==> config.mk <==
export PLATFORM = sky130hd
export DESIGN_NAME = display_scan_ctrl
export DESIGN_NICKNAME = d
export VERILOG_FILES = /design/src/rtl/display_pkg.sv /design/src/rtl/btn_debounce.sv /design/src/rtl/display_scan_ctrl.sv
export SDC_FILE = /design/constraint.sdc
export NUM_CORES = 1
export LEC_CHECK = 0
export CELL_PAD_IN_SITES_DETAIL_PLACEMENT = 0
export CELL_PAD_IN_SITES_GLOBAL_PLACEMENT = 1
export CORE_MARGIN = 5
export CORE_UTILIZATION = 45
export CTS_CLUSTER_SIZE = 28
export DETAILED_ROUTE_END_ITERATION = 8
export MAX_ROUTING_LAYER = met4
export PLACE_DENSITY_LB_ADDON = 0.25
export SLEW_MARGIN = 20
export SYNTH_ARGS = -nofsm -noshare
export SYNTH_HDL_FRONTEND = slang
export SYNTH_SLANG_ARGS = --single-unit
==> constraint.sdc <==
create_clock -name CLK -period 3.5 [get_ports CLK]
set_clock_uncertainty 0.05 [all_clocks]
set_input_delay 1.05 -clock CLK [delete_from_list [all_inputs] [get_ports CLK]]
set_output_delay 1.05 -clock CLK [all_outputs]
set_load 0.05 [all_outputs]
==> src/rtl/display_pkg.sv <==
// Purpose: shared types and constants for the stepped-clock / 7-segment debug display block.
// Latency: n/a (types, constants and a pure combinational helper only).
// Backpressure: n/a.
//
// Contents: debounce FSM state type, active-low hex-to-segment table, blank/off codes.
package display_pkg;

    // Debounce FSM states for the step pushbutton.
    typedef enum logic [2:0] {
        IDLE         = 3'd0,
        WAIT_PRESS   = 3'd1,
        PULSE        = 3'd2,
        HELD         = 3'd3,
        WAIT_RELEASE = 3'd4
    } deb_state_t;

    // Hex digit to cathode pattern, active-low, bit 7 = dp (off), bits 6:0 = {g,f,e,d,c,b,a}.
    // Entry 0 sits in the least significant byte, so HEX_SEG[n] is the code for digit n.
    localparam logic [15:0][7:0] HEX_SEG = {
        8'h8E, 8'h86, 8'hA1, 8'hC6,   // F E D C
        8'h83, 8'h88, 8'h90, 8'h80,   // B A 9 8
        8'hF8, 8'h82, 8'h92, 8'h99,   // 7 6 5 4
        8'hB0, 8'hA4, 8'hF9, 8'hC0    // 3 2 1 0
    };

    localparam logic [7:0] SEG_BLANK = 8'hFF;  // all cathodes off, dp off
    localparam logic [3:0] AN_OFF    = 4'hF;   // all anodes off
    localparam logic [7:0] SEG_DP_ON = 8'h7F;  // AND mask that lights the dp

    function automatic logic [7:0] hex_to_seg(input logic [3:0] nib);
        return HEX_SEG[nib];
    endfunction

endpackage

==> src/rtl/btn_debounce.sv <==
// Purpose: debounce the (already synchronized) step button and emit one active-low cpu_clk pulse per accepted press.
// Latency: pulse starts on the edge that sees the DEBOUNCE_CYCLES-th consecutive high sample; lasts PULSE_LEN cycles.
// Backpressure: none; holding the button stalls the FSM in HELD, no further pulses until a debounced release.
//
// Ports: core_clk / arst_n (async active-low), btn (synchronized, high = pressed),
//        cpu_clk (registered, idles high, resets high asynchronously).
module btn_debounce
    import display_pkg::*;
#(
    parameter int unsigned DEBOUNCE_CYCLES = 1000000,
    parameter int unsigned PULSE_LEN       = 4
) (
    input  logic core_clk,
    input  logic arst_n,
    input  logic btn,
    output logic cpu_clk
);

    localparam int unsigned CW  = $clog2(DEBOUNCE_CYCLES + 1);
    localparam int unsigned PCW = (PULSE_LEN > 1) ? $clog2(PULSE_LEN) : 1;

    localparam logic [CW-1:0]  DEB_LAST   = CW'(DEBOUNCE_CYCLES - 1);
    localparam logic [PCW-1:0] PULSE_LAST = PCW'(PULSE_LEN - 1);

    deb_state_t     state;
    logic [CW-1:0]  deb_cnt;
    logic [PCW-1:0] pulse_cnt;

    // The synchronizer feeding btn comes out of reset holding 0 for two cycles,
    // which would look like a release. warm_up marks when btn reflects the real
    // pin; armed is only set once a genuine low has been seen after that, so a
    // button held through reset cannot be taken as a fresh press.
    logic [1:0] warm_up;
    logic       armed;

    always_ff @(posedge core_clk or negedge arst_n) begin
        if (!arst_n) begin
            state     <= IDLE;
            deb_cnt   <= '0;
            pulse_cnt <= '0;
            cpu_clk   <= 1'b1;
            warm_up   <= '0;
            armed     <= 1'b0;
        end else begin
            warm_up <= {warm_up[0], 1'b1};

            case (state)
                IDLE: begin
                    deb_cnt <= '0;
                    if (!armed) begin
                        if (warm_up[1] && !btn) begin
                            armed <= 1'b1;
                        end
                    end else if (btn) begin
                        // This cycle is the first high sample of the run.
                        state   <= WAIT_PRESS;
                        deb_cnt <= CW'(1);
                    end
                end

                WAIT_PRESS: begin
                    if (!btn) begin
                        state   <= IDLE;
                        deb_cnt <= '0;
                    end else if (deb_cnt >= DEB_LAST) begin
                        state     <= PULSE;
                        cpu_clk   <= 1'b0;
                        pulse_cnt <= '0;
                        deb_cnt   <= '0;
                    end else begin
                        deb_cnt <= deb_cnt + CW'(1);
                    end
                end

                PULSE: begin
                    // Runs to completion even if the button is released mid-pulse.
                    if (pulse_cnt >= PULSE_LAST) begin
                        cpu_clk <= 1'b1;
                        state   <= HELD;
                    end else begin
                        pulse_cnt <= pulse_cnt + PCW'(1);
                    end
                end

                HELD: begin
                    if (!btn) begin
                        state   <= WAIT_RELEASE;
                        deb_cnt <= CW'(1);
                    end
                end

                WAIT_RELEASE: begin
                    if (btn) begin
                        state   <= HELD;
                        deb_cnt <= '0;
                    end else if (deb_cnt >= DEB_LAST) begin
                        state   <= IDLE;
                        deb_cnt <= '0;
                    end else begin
                        deb_cnt <= deb_cnt + CW'(1);
                    end
                end

                default: begin
                    state   <= IDLE;
                    deb_cnt <= '0;
                    cpu_clk <= 1'b1;
                end
            endcase
        end
    end

endmodule

==> src/rtl/display_scan_ctrl.sv <==
// Purpose: single-step CPU clock from a debounced button, plus a 4-digit multiplexed hex display of a selected debug word.
// Latency: an/seg registered, 1 cycle after the digit index changes; displayed word changes only at frame start.
// Backpressure: none; free-running scan, button presses beyond one per hold are ignored.
//
// Ports: CLK, Reset (async active-low), btn_step (raw, high = pressed), sel[1:0] (selects sig1..sig4),
//        sig1..sig4[15:0] debug words, cpu_clk (idles high), an[3:0] (active-low, an[3] = MS nibble),
//        seg[7:0] (active-low, seg[7] = dp).
// Build option: DISPLAY_LEADING_BLANK_EN blanks leading zero digits 3..1 (digit 0 always shown).
module display_scan_ctrl
    import display_pkg::*;
#(
    parameter int unsigned REFRESH_DIV     = 100000,
    parameter int unsigned DEBOUNCE_CYCLES = 1000000,
    parameter int unsigned PULSE_LEN       = 4
) (
    input  logic        CLK,
    input  logic        Reset,
    input  logic        btn_step,
    input  logic [1:0]  sel,
    input  logic [15:0] sig1,
    input  logic [15:0] sig2,
    input  logic [15:0] sig3,
    input  logic [15:0] sig4,
    output logic        cpu_clk,
    output logic [3:0]  an,
    output logic [7:0]  seg
);

    localparam int unsigned SW = (REFRESH_DIV > 1) ? $clog2(REFRESH_DIV) : 1;
    localparam logic [SW-1:0] SCAN_LAST = SW'(REFRESH_DIV - 1);

    // ------------------------------------------------------------------
    // Input synchronizers
    // ------------------------------------------------------------------
    logic       btn_s1, btn_s2;
    logic [1:0] sel_s1, sel_s2;

    always_ff @(posedge CLK or negedge Reset) begin
        if (!Reset) begin
            btn_s1 <= 1'b0;
            btn_s2 <= 1'b0;
            sel_s1 <= 2'b00;
            sel_s2 <= 2'b00;
        end else begin
            btn_s1 <= btn_step;
            btn_s2 <= btn_s1;
            sel_s1 <= sel;
            sel_s2 <= sel_s1;
        end
    end

    // ------------------------------------------------------------------
    // Step button -> cpu_clk
    // ------------------------------------------------------------------
    btn_debounce #(
        .DEBOUNCE_CYCLES (DEBOUNCE_CYCLES),
        .PULSE_LEN       (PULSE_LEN)
    ) u_btn_debounce (
        .core_clk (CLK),
        .arst_n   (Reset),
        .btn      (btn_s2),
        .cpu_clk  (cpu_clk)
    );

    // ------------------------------------------------------------------
    // Scan timing, digit index and frame snapshot
    // ------------------------------------------------------------------
    logic [SW-1:0] scan_cnt;
    logic          scan_wrap;
    logic [1:0]    digit_idx;
    logic [15:0]   frame;
    logic [15:0]   sel_word;

    assign scan_wrap = (scan_cnt == SCAN_LAST);

    always_comb begin
        sel_word = sig1;
        case (sel_s2)
            2'd0:    sel_word = sig1;
            2'd1:    sel_word = sig2;
            2'd2:    sel_word = sig3;
            default: sel_word = sig4;
        endcase
    end

    always_ff @(posedge CLK or negedge Reset) begin
        if (!Reset) begin
            scan_cnt  <= '0;
            digit_idx <= 2'd0;
            frame     <= 16'h0000;
        end else begin
            if (scan_wrap) begin
                scan_cnt  <= '0;
                digit_idx <= digit_idx + 2'd1;
                // Snapshot only at the 3 -> 0 step so every frame shows one
                // coherent word even if sel or the sig bus moves mid-frame.
                if (digit_idx == 2'd3) begin
                    frame <= sel_word;
                end
            end else begin
                scan_cnt <= scan_cnt + SW'(1);
            end
        end
    end

    // ------------------------------------------------------------------
    // Digit decode
    // ------------------------------------------------------------------
    logic [3:0] cur_nib;
    logic [7:0] seg_nxt;
    logic [3:0] an_nxt;

`ifdef DISPLAY_LEADING_BLANK_EN
    // lead_zero[i]: nibble i and every nibble above it are zero.
    logic [3:0] lead_zero;

    always_comb begin
        lead_zero    = 4'b0000;
        lead_zero[3] = (frame[15:12] == 4'h0);
        lead_zero[2] = lead_zero[3] && (frame[11:8] == 4'h0);
        lead_zero[1] = lead_zero[2] && (frame[7:4] == 4'h0);
        lead_zero[0] = 1'b0;  // units digit is never blanked
    end
`endif

    always_comb begin
        cur_nib = frame[{digit_idx, 2'b00} +: 4];
        an_nxt  = ~(4'b0001 << digit_idx);
        seg_nxt = hex_to_seg(cur_nib);
        // dp on digit 2 separates the high byte from the low byte.
        if (digit_idx == 2'd2) begin
            seg_nxt = seg_nxt & SEG_DP_ON;
        end
`ifdef DISPLAY_LEADING_BLANK_EN
        if (lead_zero[digit_idx]) begin
            seg_nxt = SEG_BLANK;
        end
`endif
    end

    always_ff @(posedge CLK or negedge Reset) begin
        if (!Reset) begin
            an  <= AN_OFF;
            seg <= SEG_BLANK;
        end else begin
            an  <= an_nxt;
            seg <= seg_nxt;
        end
    end

endmodule

==> summary.md, run 1 <==
| Metric | Value |
|---|---|
| Leakage power | 2.22 nW |
| All-Layer GR Usage | 17.4% |
| RSZ-0062 raised after global routing | no |
| Final HPWL DP | 6.77 mm |
| Global route overflow | 0 |
| Number of flops mapped to enable cells by yosys | 0 |
| Tcrit/Tclk final | 79.5% |
| Clock-pin slew on the worst setup and hold paths | 90 ps |
| Crit end category | output port |
| Via density | 5.34 |
| Max Fclk | 359 MHz |
| Synthesis warning total | 0 |
| Max IR drop VDD | 0.277 mV |
| CP bufs+invs | 1 |
| Final setup viols | 0 |
| Avg Inst Size Synth | 11.5 um^2 |
| Vias | 3140 |
| Largest delay contributor family on the critical path | buffers and inverters |
| Power density over the cells | 390 nW/um^2 |
| Ports | 82 |
| Leading post-synthesis cells by cell area | dfrtp_1 (40%), mux4_2 (10%), dfstp_2 (7.3%) |
| Crit Path Class | flop to output port |
| Placeable Area | 9330 um^2 |
| Nature of the critical path startpoint | flop |
| Number of setup buffers added after CTS | 0 |
| Largest net degree at the start of global routing | 76 |
| Library cells used by synthesis | 60 |
| Hold buffers post-CTS | 0 |
| Power, Total | 0.00213 W |
| Final hold vios | 0 |
| Worst Hold Class | flop to flop |
| Mapped Cells | 376 |
| Worst path slowest cell | clkdlybuf4s50_1 |
| GP Congestion | 0.799 |
| Share of Yosys cell area claimed by the top area cell type | 39.9% |
| Main synth FF type | dfrtp_1 |
| Max Cap Viol | 0 |
| Final Max Slew Viols | 0 |
| Die area | 11700 um^2 |
| Mapped Area | 4330 um^2 |
| Chip Width | 108 um |
| Initial antenna violation count | 0 |
| Initial Util | 46.4% |
| Crit Path Max Fanout | 2 |
| Root buffer selected by CTS | clkbuf_8 |
| Layout net count | 536 |
| Iteration-0 DRC Markers | 143 |
| Fill cells | 799 |
| Async SR Flop Fraction | 100% |
| Most common cell in the netlist | dfrtp_1 |
| Syn-to-layout area delta | 26.3% |
| WL per Instance | 15.7 um |
| 1st-pass router iterations | 4 |
| Slowest stage delay, CP | 790 ps |
| Slew margin rel. | 36.2% |
| Diode count | 0 |
| Post-synth top cells | dfrtp_1 (69), nand2_1 (24), nor2_1 (24) |
| Slew @ Worst Pin | 956 ps |
| H-tree depth | 3 |
| CP cell instances | clkdlybuf4s50_1 |
| Die Ht | 108 um |
| Req. time, crit path | 2400 ps |
| Leading area contributor after synthesis | dfrtp_1 |
| ANT nets after route | 0 |
| Data arrival, critical path | 1680 ps |
| # clock sinks | 81 |
| Syn_nets | 458 |
| Worst-Skew Late Latency | 350 ps |
| Post-synthesis register bit count | 81 |
| Vias in the first global route | 3169 |
| Status | finished, final reports clean |
| CTS tree | yes |
| PortBufs | 81 |
| # DRC | 0 |
| Crit path time final | 2780 ps |
| Maximum clock path buffer count | 2 |
| First-pass GRT wire length | 15.5 mm |
| Proportion of layout cells with a drive suffix above 1 | 19.4% |
| Num rows | 35 |
| Clock buffer count from CTS | 9 |
| Seq/Total Area, Yosys | 47.2% |
| Post-Route WL | 9.25 mm |
| CTS resizes | 0 |
| Setup TNS | 0 ps |
[state kept, by name (all words and copies together), names as in the netlist, 2 cells and up]
signal and count:
an 3, digit_idx 2, frame 16, scan_cnt 17, seg 8, sel_s1 2
sel_s2 2, u_btn_debounce.deb_cnt 20, u_btn_debounce.pulse_cnt 2, u_btn_debounce.state 3, u_btn_debounce.warm_up 2
[cells in the final DEF (no fill, tap or decap), drive strengths merged, types with 5 or more instances in the layout]
cell and count:
clkdlybuf4s50 80, nand3 20, mux4 20, nor2b 5, clkbuf 10, nor3 8
nand2 24, o22ai 5, dfrtp 69, xor2 13, ha 13, nor4 5
a21oi 11, dfstp 12, inv 16, a22o 6, mux2 18, nand4 10
and3 6, nor2 25, o21ai 12, xnor2 13
[per-layer routing]
metal | up-vias | wire length, um | track usage, %
li1 | 1526 | - | -
met1 | 1546 | 4210 | 22.9
met2 | 51 | 4630 | 27.4
met3 | 17 | 217 | 2.75
met4 | 0 | 198 | 6.58
met5 | - | 0 | -
[layout make-up]
cell class,count,area (um^2),share of cell area [%]
Multi-Input combinational cell,263,2150,39.3
Tap cell,129,161,2.95
Sequential cell,81,2040,37.4
Clock inverter,6,91.3,1.67
Clock buffer,10,138,2.52
Timing Repair Buffer,83,823,15.1
Inverter,16,60.1,1.10
[worst register-to-register path, stage by stage (launching register included)]
cell and delay (ps):
dfrtp_1 440, or2_1 280, or4b_4 550, nor4_4 430
nor2_2 160, a221o_1 350
[cells by family (layout without fill, tap and decap cells)]
logic type | after synthesis | count (layout) | synth area share [%]
and+or+nand+nor | 125 | 125 | 15.5
DFF | 81 | 81 | 47.2
AOI/OAI and AO/OA | 60 | 60 | 9.92
muxes | 38 | 38 | 15.1
buffers and inverters | 32 | 115 | 3.15
xor gates and xnor gates | 26 | 26 | 5.26
adders and majority gates | 13 | 13 | 3.76
other | 1 | 1 | 0.0867
[report_power, final]
part           switching, W  total, W  internal [W]  leakage, nW
registers         0.0000426   0.00102      0.000978         1.01
logic              0.000148  0.000333      0.000185         1.10
clock network      0.000352  0.000776      0.000424        0.116
[through the flow]
stage	setup WS [ps]	area [um^2]	util, %	hold slack [ps]	cells
after floorplan	1400	4330	-	281	376
after global placement	1100	5230	56.1	284	572
after detailed placement	1090	5230	56.1	287	572
after CTS	694	5460	58.6	306	588
after global routing	672	5460	58.6	308	588
final	717	5460	58.6	305	588
[worst paths after layout]
kind	cells past startpoint	startpoint	slack [ps]	to
hold reg to reg	0	u_btn_debounce.warm_up[0]	310	u_btn_debounce.warm_up[1]
min in group asynchronous	1	Reset	750	u_btn_debounce.deb_cnt[4]
hold / removal	0	u_btn_debounce.warm_up[0]	310	u_btn_debounce.warm_up[1]
setup / recovery	1	u_btn_debounce.cpu_clk	720	cpu_clk
max in group asynchronous	2	Reset	1860	seg[3]
setup reg to reg	5	u_btn_debounce.deb_cnt[13]	1140	u_btn_debounce.deb_cnt[4]
Note: power is estimated with default switching activity, not from simulation.
==> run 2: changes to the inputs <==
CORE_UTILIZATION = 41   (was 45)
clock period = 2.6 ns   (was 3.5 ns; I/O delays follow)
==> run 2 against run 1 <==
Net effect: cell area grew 0.46%; via count is essentially flat; cell count grew 2.0%; utilization shrank 5.4 points; highest routed layer unchanged; setup slack lost 640 ps; largest cell class unchanged; die area grew 8.8%; non-clock buffer count grew 5; global-route usage shrank 1.5 points; first-iteration DRC count shrank 17%.
==> summary.md, run 2 (synthesis gave the netlist of run 1 again) <==
| Metric | Value |
|---|---|
| Status | finished, final reports clean (unchanged) |
| All-Layer GR Usage | 15.9% (was 17.4%) |
| Crit path time final | 2520 ps |
| PortBufs | 81 (unchanged) |
| Number of setup buffers added after CTS | 0 (unchanged) |
| Vias in the first global route | 3299 (was 3169) |
| Clock Power Share | 33.3% (was 36.4%) |
| 1st-pass router iterations | 4 (unchanged) |
| Largest regs | u_btn_debounce.deb_cnt x20, scan_cnt x17, frame x16 (unchanged) |
| Worst reg-to-reg setup slack | 340 ps (was 1140 ps) |
| Vias | 3141 (was 3140) |
| Placement Cell Area | 5290 um^2 (was 5230 um^2) |
| R2R Path Start | u_btn_debounce.deb_cnt[13] (unchanged) |
| Clock-pin slew on the worst setup and hold paths | 80 ps (was 90 ps) |
| Slew @ Worst Pin | 726 ps (was 956 ps) |
| Worst-Skew Late Latency | 350 ps (about the same) |
| Diode count | 0 (unchanged) |
| GP Congestion | 0.798 (was 0.799) |
| Hold buffers post-CTS | 0 (unchanged) |
| ANT nets after route | 0 (unchanged) |
| RSZ-0062 raised after global routing | no (unchanged) |
| Slowest stage delay, CP | 840 ps (was 790 ps) |
| R2r endpoint | u_btn_debounce.deb_cnt[4] (unchanged) |
| Ports | 82 (unchanged) |
| Final instance area | 5490 um^2 (was 5460 um^2) |
| Final hold vios | 0 (unchanged) |
| Leakage power | 2.23 nW (was 2.22 nW) |
| Crit Path Class | flop to output port (unchanged) |
| CTS tree | yes (unchanged) |
| # DRC | 0 (unchanged) |
| Global route overflow | 0 (unchanged) |
| Switching power | 0.000717 W (was 0.000543 W) |
| Final Max Slew Viols | 0 (unchanged) |
| Num rows | 37 (was 35) |
| Nature of the critical path startpoint | flop (unchanged) |
| Fill cells | 930 (was 799) |
| Seq pwr share | 50.0% (was 47.9%) |
| Syn-to-layout area delta | 26.9% (was 26.3%) |
| Post-Route WL | 9.40 mm (was 9.25 mm) |
| Pint | 0.00202 W (was 0.00159 W) |
| Endpoint, Worst Hold | sel_s2[1] (was u_btn_debounce.warm_up[1]) |
| WL per Instance | 15.7 um (about the same) |
| Via density | 5.24 (was 5.34) |
| Placement Setup Slack | 362 ps (was 1090 ps) |
| Hold path start | sel_s1[1] (was u_btn_debounce.warm_up[0]) |
| Max Fclk | 396 MHz |
| Worst path slowest cell | clkdlybuf4s50_1 (unchanged) |
| Data arrival, critical path | 1690 ps (was 1680 ps) |
| Clock buffer count from CTS | 9 (unchanged) |
| Combinational power share | 16.7% (was 15.6%) |
| Commonest non-fill, non-tap cell in the layout | clkdlybuf4s50_1 (unchanged) |
| Largest net degree at the start of global routing | 42 (was 76) |
| Root buffer selected by CTS | clkbuf_8 (unchanged) |
| Setup TNS | 0 ps (unchanged) |
| H-tree depth | 3 (unchanged) |
| Maximum clock path buffer count | 2 (unchanged) |
| Tcrit/Tclk final | 97.1% |
| Die Ht | 113 um (was 108 um) |
| Largest delay contributor family on the critical path | buffers and inverters (unchanged) |
| Most frequent cells in the layout | clkdlybuf4s50_1 (80), dfrtp_1 (69), nand2_1 (24), nor2_1 (24) (unchanged) |
| Max reg flops | 20 (unchanged) |
| Crit end category | output port (unchanged) |
| Slew margin rel. | 51.6% (was 36.2%) |
| Final HPWL DP | 7.12 mm (was 6.77 mm) |
| Iteration-0 DRC Markers | 118 (was 143) |
| Max IR drop VDD | 0.333 mV (was 0.277 mV) |
| WHS Path Cells | 0 (unchanged) |
| Initial antenna violation count | 0 (unchanged) |
| Final setup viols | 0 (unchanged) |
| Reg2reg path depth | 5 (unchanged) |
| Layout net count | 541 (was 536) |
| Final hold slack | 306 ps (was 305 ps) |
| Max Cap Viol | 0 (unchanged) |
| Crit Path Max Fanout | 1 (was 2) |
| Placeable Area | 10300 um^2 (was 9330 um^2) |
| First-pass GRT wire length | 15.9 mm (was 15.5 mm) |
| Die area | 12700 um^2 (was 11700 um^2) |
| Chip Width | 113 um (was 108 um) |
| CP cell instances | clkdlybuf4s50_1 (unchanged) |
| FF/Latch Area | 2040 um^2 (unchanged) |
| Final WS setup | 75.5 ps (was 717 ps) |
| Worst Hold Class | flop to flop (unchanged) |
| Biggest register | u_btn_debounce.deb_cnt (unchanged) |
| CP bufs+invs | 1 (unchanged) |
| Area occupied by multi-input gates | 2150 um^2 (unchanged) |
| Sw frac | 26.2% (was 25.5%) |
| Proportion of layout cells with a drive suffix above 1 | 19.8% (was 19.4%) |
| Initial Util | 41.9% (was 46.4%) |
| # clock sinks | 81 (unchanged) |
| CTS resizes | 0 (unchanged) |
| Core Util, Final | 53.2% (was 58.6%) |
| Power density over the cells | 499 nW/um^2 (was 390 nW/um^2) |
| Req. time, crit path | 1770 ps (was 2400 ps) |
-- run 2: how the worst max path moves through the flow --
stage	to	cells after the start	slack [ps]	from
2_1_floorplan	u_btn_debounce.deb_cnt[4]	5	500	u_btn_debounce.deb_cnt[13]
3_5_place_dp	u_btn_debounce.deb_cnt[4]	5	360	u_btn_debounce.deb_cnt[13]
5_1_grt	an[3]	1	40	an[3]
4_1_cts	an[1]	1	40	an[1]
3_3_place_gp	u_btn_debounce.deb_cnt[4]	5	390	u_btn_debounce.deb_cnt[13]
6_report	an[1]	1	80	an[1]
-- run 2: routing by layer --
metal | wire [um] | track usage, % | part of all wire [%] | up-vias
li1 | - | - | - | 1537
met1 | 4010 | 19.0 | 43 | 1533
met2 | 4880 | 27.1 | 52 | 63
met3 | 389 | 4.22 | 4.1 | 8
met4 | 116 | 3.77 | 1.2 | 0
met5 | 0 | - | 0 | -
-- run 2: final cells by class --
cell class                      instances  area share (%)
Inverter                               16            1.09
Timing Repair Buffer                   88            15.9
Tap cell                              136            3.10
Multi-Input combinational cell        263            39.1
Sequential cell                        81            37.2
Clock buffer                           11            2.39
Clock inverter                          5            1.16
-- run 2: through the flow --
step	cells	power [W]
floorplan	376	0.00167
global placement	584	0.00185
detailed placement	584	0.00186
CTS	600	0.00280
global route	600	0.00289
finish	600	0.00274
-- run 2: power groups by stage --
stage	combinational, W	sequential (W)	clock [W]
after floorplan	0.000270	0.00140	0
after global placement	0.000460	0.00139	0
after detailed placement	0.000466	0.00140	0
after CTS	0.000466	0.00137	0.000962
after global routing	0.000505	0.00138	0.00101
final	0.000459	0.00137	0.000911
==> run 3: changes to the inputs <==
CELL_PAD_IN_SITES_DETAIL_PLACEMENT = 1   (was 0)
CELL_PAD_IN_SITES_GLOBAL_PLACEMENT = 2   (was 1)
CORE_UTILIZATION = 34   (was 41)
SKIP_CTS_REPAIR_TIMING = 1   (was unset)
==> run 3 against run 2 <==
Net effect: power up 19%; routed wire length up 14%; die area up 19%; sequential share of layout area down 1.3 points; critical path type unchanged; critical endpoint unchanged; largest cell class unchanged.
==> summary.md, run 3 (synthesis gave the netlist of run 1 again) <==
| Metric | Value |
|---|---|
| Worst Hold Class | flop to flop (unchanged) |
| Final instance area | 5690 um^2 (was 5490 um^2) |
| All-Layer GR Usage | 15.8% (was 15.9%) |
| Worst reg-to-reg setup slack | 340 ps (about the same) |
| DP Cell Count | 622 (was 584) |
| GP Congestion | 0.757 (was 0.798) |
| Largest delay contributor family on the critical path | buffers and inverters (unchanged) |
| Proportion of layout cells with a drive suffix above 1 | 20.6% (was 19.8%) |
| Commonest non-fill, non-tap cell in the layout | clkdlybuf4s50_1 (unchanged) |
| PortBufs | 81 (unchanged) |
| ANT nets after route | 0 (unchanged) |
| Biggest register | u_btn_debounce.deb_cnt (unchanged) |
| Largest net degree at the start of global routing | 38 (was 42) |
| # DRC | 0 (unchanged) |
| Via density | 5.05 (was 5.24) |
| Chip Width | 123 um (was 113 um) |
| Iteration-0 DRC Markers | 118 (unchanged) |
| Worst path slowest cell | clkdlybuf4s50_1 (unchanged) |
| Num rows | 41 (was 37) |
| CTS tree | yes (unchanged) |
| # clock sinks | 81 (unchanged) |
| Clock buffer count from CTS | 9 (unchanged) |
| R2r endpoint | u_btn_debounce.deb_cnt[19] (was u_btn_debounce.deb_cnt[4]) |
| Tcrit/Tclk final | 96.3% (was 97.1%) |
| Max Cap Viol | 0 (unchanged) |
| Setup TNS | 0 ps (unchanged) |
| RSZ-0062 raised after global routing | no (unchanged) |
| Req. time, crit path | 1770 ps (about the same) |
| Final setup viols | 0 (unchanged) |
| Final Max Slew Viols | 0 (unchanged) |
| Slowest stage delay, CP | 810 ps (was 840 ps) |
| Final hold vios | 0 (unchanged) |
| Crit Path Class | flop to output port (unchanged) |
| WHS Path Cells | 0 (unchanged) |
| Max IR drop VDD | 0.312 mV (was 0.333 mV) |
| Initial Util | 34.4% (was 41.9%) |
| Leakage power | 2.31 nW (was 2.23 nW) |
| Crit end category | output port (unchanged) |
| Max reg flops | 20 (unchanged) |
| Worst-Skew Late Latency | 340 ps (was 350 ps) |
| Die area | 15100 um^2 (was 12700 um^2) |
| Power density over the cells | 573 nW/um^2 (was 499 nW/um^2) |
| Most frequent cells in the layout | clkdlybuf4s50_1 (80), dfrtp_1 (69), nand2_1 (24), nor2_1 (24) (unchanged) |
| H-tree depth | 3 (unchanged) |
| Maximum clock path buffer count | 2 (unchanged) |
| CP bufs+invs | 1 (unchanged) |
| Vias | 3230 (was 3141) |
| Ports | 82 (unchanged) |
| Slew @ Worst Pin | 712 ps (was 726 ps) |
| Global route overflow | 0 (unchanged) |
| Status | finished, final reports clean (unchanged) |
| Endpoint, Worst Hold | u_btn_debounce.warm_up[1] (was sel_s2[1]) |
| Clock-pin slew on the worst setup and hold paths | 70 ps (was 80 ps) |
| Data arrival, critical path | 1670 ps (was 1690 ps) |
| Crit path time final | 2500 ps (was 2520 ps) |
| R2R Path Start | u_btn_debounce.deb_cnt[13] (unchanged) |
| WL per Instance | 16.7 um (was 15.7 um) |
| Slew margin rel. | 52.5% (was 51.6%) |
| CP cell instances | clkdlybuf4s50_1 (unchanged) |
| Vias in the first global route | 3536 (was 3299) |
| Syn-to-layout area delta | 31.6% (was 26.9%) |
| Placeable Area | 12600 um^2 (was 10300 um^2) |
| Initial antenna violation count | 1 (was 0) |
| First-pass GRT wire length | 17.8 mm (was 15.9 mm) |
| Die Ht | 123 um (was 113 um) |
| Hold path start | u_btn_debounce.warm_up[0] (was sel_s1[1]) |
| Layout net count | 543 (was 541) |
| Non-filler cells, final | 639 (was 600) |
| Largest regs | u_btn_debounce.deb_cnt x20, scan_cnt x17, frame x16 (unchanged) |
| Crit Path Max Fanout | 1 (unchanged) |
| Nature of the critical path startpoint | flop (unchanged) |
| 1st-pass router iterations | 5 (was 4) |
| Placement Cell Area | 5350 um^2 (was 5290 um^2) |
| Max Fclk | 399 MHz (was 396 MHz) |
| Fill cells | 1345 (was 930) |
| Post-Route WL | 10.7 mm (was 9.40 mm) |
| Final HPWL DP | 7.90 mm (was 7.12 mm) |
| Root buffer selected by CTS | clkbuf_16 (was clkbuf_8) |
| Reg2reg path depth | 5 (unchanged) |
==> run 3: changes by cell type in the layout (fill, tap and decap cells not counted) <==
cell       delta
inv_6         -2
bufinv_16     +1
clkbuf_1      -2
clkbuf_16     +9
buf_4         +2
diode_2       +1
inv_8         +2
clkbuf_8      -8
==> run 3: metrics by stage <==
stage / utilization [%] / worst slack [ps] / power (W) / hold WS (ps)
after global placement: 42.6 / 357 / 0.00186 / 282
after CTS: 45.3 / 64.7 / 0.00332 / 299
after global routing: 45.3 / 53.2 / 0.00343 / 315
final: 45.3 / 95.9 / 0.00326 / 294
after floorplan: - / 501 / 0.00167 / 281
after detailed placement: 42.6 / 320 / 0.00187 / 286
==> run 3: routing by layer <==
metal	part of all wire (%)	GRT usage, %
met1	43	18.5
met5	0	-
met3	4.5	5.16
met4	0.94	4.41
met2	52	26.1
==> run 3: how the worst max path moves through the flow <==
stage	startpoint	end	slack, ps	cells after the start
after floorplan	u_btn_debounce.deb_cnt[13]	u_btn_debounce.deb_cnt[4]	500	5
after global routing	an[1]	an[1]	50	1
after detailed placement	u_btn_debounce.deb_cnt[13]	u_btn_debounce.deb_cnt[19]	320	5
after global placement	u_btn_debounce.deb_cnt[13]	u_btn_debounce.deb_cnt[4]	360	5
final	an[1]	an[1]	100	1
after CTS	an[1]	an[1]	60	1
==> run 3: power by group <==
group,total [W],switching (W),internal (W)
Clock,0.00142,0.000538,0.000882
Sequential,0.00137,0.0000553,0.00132
Combinational,0.000470,0.000216,0.000254
==> run 3: final cells by class <==
cell class | instances | area [um^2] | area share [%]
antenna | 1 | 2.50 | 0.0440
clock buffer | 10 | 239 | 4.20
clock inverter | 6 | 98.8 | 1.74
inverter | 16 | 60.1 | 1.05
multi-input combinational | 263 | 2150 | 37.7
sequential | 81 | 2040 | 35.9
tap | 172 | 215 | 3.78
timing repair buffer | 90 | 888 | 15.6
==> variant (config.mk and constraints of run 3) <==
Change the parameter `REFRESH_DIV` from 100000 to 400000.
--- a/src/rtl/display_scan_ctrl.sv
+++ b/src/rtl/display_scan_ctrl.sv
@@ -9,7 +9,7 @@
 module display_scan_ctrl
     import display_pkg::*;
 #(
-    parameter int unsigned REFRESH_DIV     = 100000,
+    parameter int unsigned REFRESH_DIV     = 400000,
     parameter int unsigned DEBOUNCE_CYCLES = 1000000,
     parameter int unsigned PULSE_LEN       = 4
 ) (
Function: same outputs for any inputs over 10 cycles, from zero or initial values and one cycle with Reset low; that may be too few to reach the edited logic, so the function may still have changed.
==> variant against run 3 <==
  * Combinational power is 23% lower
  * Die area is 0.61% higher
  * Sequential cell count is 2 higher
  * Cell area is 0.88% higher
  * Utilization is 0.40 points higher
  * Via count is 0.25% lower
  * Count of clock-buffer cells in the layout is 2 higher
  * Routed wire length is 4.9% lower
  * Sequential share of layout area is 0.56 points higher
  * Synthesized area is 0.67% higher
  * Setup slack better by 0.0026 ns
  * Power is 5.2% lower
  * Critical path type unchanged
  * Highest routed layer unchanged
==> variant: results (changes against run 3) <==
[logic_synthesis] leading cell types by count after synthesis 71 x sky130_fd_sc_hd__dfrtp_1, 40 x sky130_fd_sc_hd__nor2_1, 27 x sky130_fd_sc_hd__nand2_1, 20 x sky130_fd_sc_hd__mux4_2
[power_and_ir_drop] maximum vdd drop 0.2948 mV [-5.4%]
[global_route] number of global-route vias before repair 3591 [+1.6%]
[worst_setup_path] Max FO, Critical Path 3 [+2]
[global_route] global router's overall resource usage 15.07% [-0.70 points]
[final_layout] area share of buffers outside the clock network 16.17% [+0.56 points]
[cts] root buffer cell sky130_fd_sc_hd__clkbuf_16
[final_layout] largest registers u_btn_debounce.deb_cnt x20, scan_cnt x19, frame x16
[logic_synthesis] sequential share of the synthesized area 48.05% [+0.84 points]
[global_route] pin count of the biggest net entering global routing 32 [-16%]
[final_layout] layout clock buffer count 12 [+2]
[power_and_ir_drop] reported combinational group power 0.360 mW [-23%]
[drt] average wire per standard cell 15.75 um [-5.8%]
[outcome] outcome finished clean
[global_route] first-pass GRT wire length 17460 um [-2.1%]
[final_layout] count of fill cells added during filler insertion 1368 [+1.7%]
[final_layout] register share of the cell area 36.43% [+0.56 points]
[final_layout] final-stage net count 550 [+1.3%]
[cts] TritonCTS Buffers 9 [unchanged]
[power_and_ir_drop] net switching power 0.6953 mW [-14%]
[global_route] met3 GRT Util 3.294% [-1.9 points]
[drt] routed length on met2 5124 um [-7.2%]
[final_layout] Antenna Diode Count 0 [-1]
[final_layout] Inverters, non-clock 12 [-4]
[global_route] global-route track usage on met2 24.53% [-1.5 points]
[sta] slew at the pin with the worst max-slew slack 0.7997 ns [+0.08773 ns]
[global_route] initial antenna violation count 0 [-1]
[drt] met1 WL 4423 um [-3.2%]
[logic_synthesis] Net Count, Synth 461 [+0.66%]
[drt] routed via count 3222 [-0.25%]
[power_and_ir_drop] part of the total power dissipated in the clock network 44.2% [+0.7 points]
[cts] CTS clk-pin slew, worst paths 0.06 ns
[drt] length of the first detailed-routing pass in iterations 4 [-1]
[drt] DR iter-0 viols 132 [+12%]
[final_layout] number of ordinary and repair buffers in the finished layout 96 [+6.7%]
[place] placed cell area 5421 um^2 [+1.3%]
[place] placer's final routability congestion estimate 0.7581 [+0.21%]
[cts] Sinks on Clock Net 83 [+2.5%]
[logic_synthesis] count of different cell masters after synthesis 52 [-13%]
[power_and_ir_drop] Static Leakage 2.405 nW [+4.1%]
[place] post-DP HPWL 7944 um [+0.56%]
[drt] routed wire length on met3 453 um [-6.4%]
[final_layout] fraction of area in clock buffers and inverters 5.599% [-0.33 points]
[final_layout] number of combinational gates with multiple inputs 266 [+1.1%]
[global_route] global-route met1 utilization 18.73% [+0.26 points]
[logic_synthesis] cells taking the most area after synthesis sky130_fd_sc_hd__dfrtp_1 41%, sky130_fd_sc_hd__mux4_2 10%, sky130_fd_sc_hd__dfstp_2 7.2%
[final_layout] ratio of cells with drive above 1 in the final layout 18.82% [-1.8 points]
[power_and_ir_drop] power density of the placed cells 538.8 nW/um^2 [-6.0%]
[final_layout] footprint of the multi-input gates 2141 um^2 [-0.29%]
## variant: kinds of logic (layout without fill, tap and decap cells)
| logic type | Yosys count | in the layout | synth area share (%) |
|---|---|---|---|
| and+or+nand+nor | 137 | 137 | 15.80 |
| DFF | 83 | 83 | 48.05 |
| AOI/OAI and AO/OA | 42 | 42 | 7.443 |
| muxes | 39 | 39 | 15.26 |
| xor gates and xnor gates | 34 | 34 | 6.839 |
| buffers and inverters | 30 | 124 | 2.787 |
| adders and majority gates | 13 | 13 | 3.736 |
| other | 1 | 1 | 0.08612 |
## variant: path summary, 6_finish.rpt
path / depth (start not counted) / startpoint / end / slack [ns]
max: 1 / u_btn_debounce.cpu_clk$_DFFE_PN1P_ / cpu_clk / 0.1
min: 0 / u_btn_debounce.warm_up[0]$_DFF_PN0_ / u_btn_debounce.warm_up[1]$_DFF_PN0_ / 0.30
max reg2reg: 6 / u_btn_debounce.deb_cnt[13]$_DFFE_PN0P_ / u_btn_debounce.deb_cnt[19]$_DFFE_PN0P_ / 0.20
min reg2reg: 0 / u_btn_debounce.warm_up[0]$_DFF_PN0_ / u_btn_debounce.warm_up[1]$_DFF_PN0_ / 0.30
max in group asynchronous: 2 / Reset / seg[2]$_DFF_PN1_ / 1.54
min in group asynchronous: 1 / Reset / u_btn_debounce.deb_cnt[18]$_DFFE_PN0P_ / 0.32
## variant: through the flow
stage | util [%] | setup WS, ns | instances | hold slack, ns | total power, mW
finish | 45.69 | 0.09854 | 645 | 0.2987 | 3.094
global route | 45.69 | 0.01998 | 645 | 0.3099 | 3.241
CTS | 45.69 | 0.07212 | 645 | 0.3017 | 3.145
detailed placement | 43.14 | 0.1637 | 629 | 0.2870 | 1.760
global placement | 43.14 | 0.2808 | 629 | 0.2819 | 1.747
floorplan | - | 0.3593 | 379 | 0.2812 | 1.552
